===== config.mk =====
export PLATFORM = sky130hd
export DESIGN_NAME = nor_gate_checker_settle_cnt
export DESIGN_NICKNAME = d
export VERILOG_FILES = /design/src/rtl/nor_gate_checker_pkg.sv /design/src/rtl/nor_gate_checker_settle_cnt.sv
export SDC_FILE = /design/constraint.sdc
export NUM_CORES = 1
export LEC_CHECK = 0
export CORE_AREA = 8 8 45 47
export CTS_CLUSTER_SIZE = 25
export DETAILED_ROUTE_END_ITERATION = 6
export DIE_AREA = 0 0 53 55
export GPL_TIMING_DRIVEN = 1
export PLACE_DENSITY_LB_ADDON = 0.08
export SETUP_SLACK_MARGIN = 0.15
export SYNTH_ARGS = -nofsm -noshare
export SYNTH_HDL_FRONTEND = slang
export SYNTH_SLANG_ARGS = --single-unit

===== constraint.sdc =====
create_clock -name clk -period 1.3 [get_ports clk]
set_input_delay 0.39 -clock clk [delete_from_list [all_inputs] [get_ports clk]]
set_output_delay 0.39 -clock clk [all_outputs]
set_load 0.01 [all_outputs]

===== src/rtl/nor_gate_checker_pkg.sv =====
// Shared types and constants for the NOR gate checker: FSM states, widths and
// the expected NOR truth table indexed by vector number.
package nor_gate_checker_pkg;

   localparam int unsigned IDX_W   = 2;
   localparam int unsigned ERR_W   = 3;
   localparam int unsigned CNT_W   = 4;
   localparam int unsigned NUM_VEC = 4;

   typedef enum logic [1:0] {
      IDLE   = 2'd0,
      DRIVE  = 2'd1,
      SAMPLE = 2'd2,
      DONE   = 2'd3
   } state_t;

   // Bit idx holds the expected gate output for vector idx = {in0, in1}
   localparam logic [NUM_VEC-1:0] EXP_OUT = 4'b0001;

   localparam logic [ERR_W-1:0] ERR_MAX = 3'd4;

endpackage


===== src/rtl/nor_gate_checker_settle_cnt.sv =====
// Loadable down counter that times how long each vector settles before sampling.
module nor_gate_checker_settle_cnt
   import nor_gate_checker_pkg::*;
(
   input  logic             clk,
   input  logic             rst_n,
   input  logic             load,
   input  logic [CNT_W-1:0] load_val,
   input  logic             dec,
   output logic             zero_c
);

   logic [CNT_W-1:0] count;

   always_ff @(posedge clk or negedge rst_n) begin
      if (!rst_n) begin
         count <= '0;
      end else if (load) begin
         count <= load_val;
      end else if (dec && (count != '0)) begin
         count <= count - CNT_W'(1);
      end
   end

   assign zero_c = (count == '0);

endmodule


==> impl_metrics.yaml, run 1 <==
synthesis:
  ys_warn_count: 0
  ys_ff_latch: 4
  yosys-top-cells-area: "dfrtp_1 37%, nor4b_2 5.6%, ha_1 4.6%"
  syn-cell-area_um2: 270.3
  syn_avg_cell_area_um2: 10.01
  seq_area_frac_synth_pct: 37.04
  synth_top_cell_area_share_pct: 37.04
  yosys.area.top_type: "dfrtp_1"
  synth_nets: 36
  synth_cell_type_count: 18
  netlist_instances: 27
timing:
  worstMarginPinSlew_ps: 248.3
  rsz0062_at_grt: "true"
  slew_violations: 0
  fin_hold_ws_ps: 364.6
  finalSetupViolations: 3
  timing.final.crit_share_pct: 117.5
  hold_violations: 0
  fin_crit_ps: 1527
  slew_headroom_pct: 83.45
  max_freq_mhz: 654.8
  fin_ws_ps: -227.3
  skew_ps: 1.976
run_status:
  status: "finished with violations"
  violations: "negative setup slack"
run:
  cap_viol_max_count: 0
clock_tree:
  clkSinkCount: 4
  clock_tree.buffer_depth: 2
  cts_tree: "built"
  clkTransAtPathRegs_ps: 40
  clock_latency_ps: 230
  cts_buffers: 3
  ctsHtreeMaxLevel: 1
  clockRootBuffer: "clkbuf_4"
  hold_buffers: 0
place:
  port_buffers: 8
  gp_congestion: 0.6993
  place_area_um2: 445.4
  hpwlAfterDp_um: 570.9
  place_ws_ps: -403.9
layout:
  multiInputGateArea_um2: 182.7
  final_area_um2: 506.7
  seqCellArea_um2: 100.1
  final_cell_mix: "10 x buf_4, 5 x clkdlybuf4s50_1, 4 x dfrtp_1"
  reg_top3: "count (4)"
  nets: 60
  drive_gt1_share_pct: 48.98
  area_growth_pct: 87.50
  fillCellCount: 151
  regMostFlops: "count"
  largest_reg_flops: 4
  layout_commonest_cell: "buf_4"
  diodes: 0
worst_hold_path:
  hp-class: "in -> async"
setup_path:
  critPathLaunch: "count[1]"
  worstSetupPathType: "reg -> out"
  worstPathArrival_ps: 1140
  cp-start-kind: "flip-flop"
  r2r_start: "count[0]"
  critical_path.max_fanout: 2
  required_ps: 910
  worstSetupEndpointType: "output pin"
power:
  power_uw: 485.1
  p_leak_nw: 0.2326
  p_comb_share_pct: 37.5
  p_int_uw: 355.5
  power_switching_uw: 129.7
  clock_power_share_pct: 30.9
  max-vdd-ir-drop_v: 0.0004231
  sequentialPowerShare_pct: 31.6
  p_per_area_mw_per_mm2: 957.4
  switching_share_pct: 26.73
route:
  num_vias: 279
  drt-pass1-iter-count: 2
  ant_nets: 0
  drc: 0
  wl_um: 730
  dr.first_iter.drc_count: 1
  post_drt_wl_per_cell_um: 11.23
  viasPerCell: 4.292
die:
  die_y_um: 55
  start_util_pct: 19.53
  ios: 9
  rows: 14
  die_area_mm2: 0.002915
  die_w_um: 53
  coreArea_mm2: 0.001384
grt:
  grt_pass1_vias: 310
  grt_pass1_wl_mm: 1.269
  grt_antenna_before_repair: 0
  overflow: 0
  grt_usage_pct: 6.072
  grt_max_degree: 7
critical path, stage by stage, from the launching register on:
cell and delay (ps):
dfrtp_1 380, inv_2 70, ha_4 130, nor3b_4 180, buf_2 160
kinds of logic (layout without fill, tap and decap cells):
| kind of cell | after synthesis | after routing | share of synthesized area, % |
|---|---|---|---|
| simple gates | 11 | 11 | 30.09 |
| compound gates | 7 | 7 | 19.91 |
| flops | 4 | 4 | 37.04 |
| buf+inv | 4 | 26 | 8.333 |
| fa+ha+maj | 1 | 1 | 4.629 |
synth_stat cells (all sizes together):
cell and instances:
o21a 1, and4b 1, or4 1, inv 3, nand2 3, o21ai 2
nor3b 2, or2b 1, nor4b 1, dfrtp 4, ha 1, a21oi 1
o31a 1, buf 1, a221o 1, nor3 2, o211ai 1
stage by stage:
stage                     setup TNS, ps  std cells  util, %
after floorplan                  -14.82         27        -
after global placement            -1463         59    32.19
after detailed placement          -1516         59    32.19
after CTS                        -412.2         63    34.99
after global routing             -798.1         65    36.62
final                            -535.8         65    36.62
power by group through the flow:
stage	Clock, mW	Sequential, mW	Combinational [mW]
4_1_cts	0.158	0.154	0.169
2_1_floorplan	0	0.159	0.0707
3_3_place_gp	0	0.156	0.151
5_1_grt	0.162	0.155	0.204
6_report	0.150	0.153	0.182
3_5_place_dp	0	0.155	0.154
what timing repair did:
action	in CTS	in global routing
endpoints found under the hold margin	0	0
setup buffers	1	2
gates resized for setup	10	2
setup endpoints to repair	5	5
pin swaps	3	2
final cells by class:
cell class	instances	share of cell area, %
clock buffer	3	4.444
inverter	3	2.222
multi-input combinational	19	36.05
sequential	4	19.75
tap	16	3.951
timing repair buffer	20	33.58
worst paths after layout:
path	slack, ps	depth (start not counted)	endpoint
hold / removal	360	1	count[0]
max in group asynchronous	770	1	count[3]
setup / recovery	-230	4	zero_c
hold reg to reg	740	3	count[0]
min in group clk	700	2	count[0]
setup reg to reg	-190	7	count[1]
metal layers:
layer  track usage (%)  share of wire, %
met1             6.707                49
met2             9.375                47
met3             1.872               4.5
met4             5.172                 0
met5                 0                 0
Note: power is estimated with default switching activity, not from simulation.
==> inputs of run 2 (changes only) <==
- SKIP_LAST_GASP: default -> 1
==> results of run 2 <==
No change in the layout: final DEF, timing and power equal those of run 1.
==> inputs of run 3 (changes only) <==
- CAP_MARGIN: default -> 0
==> results of run 3 <==
No change in the layout: final DEF, timing and power equal those of run 1.
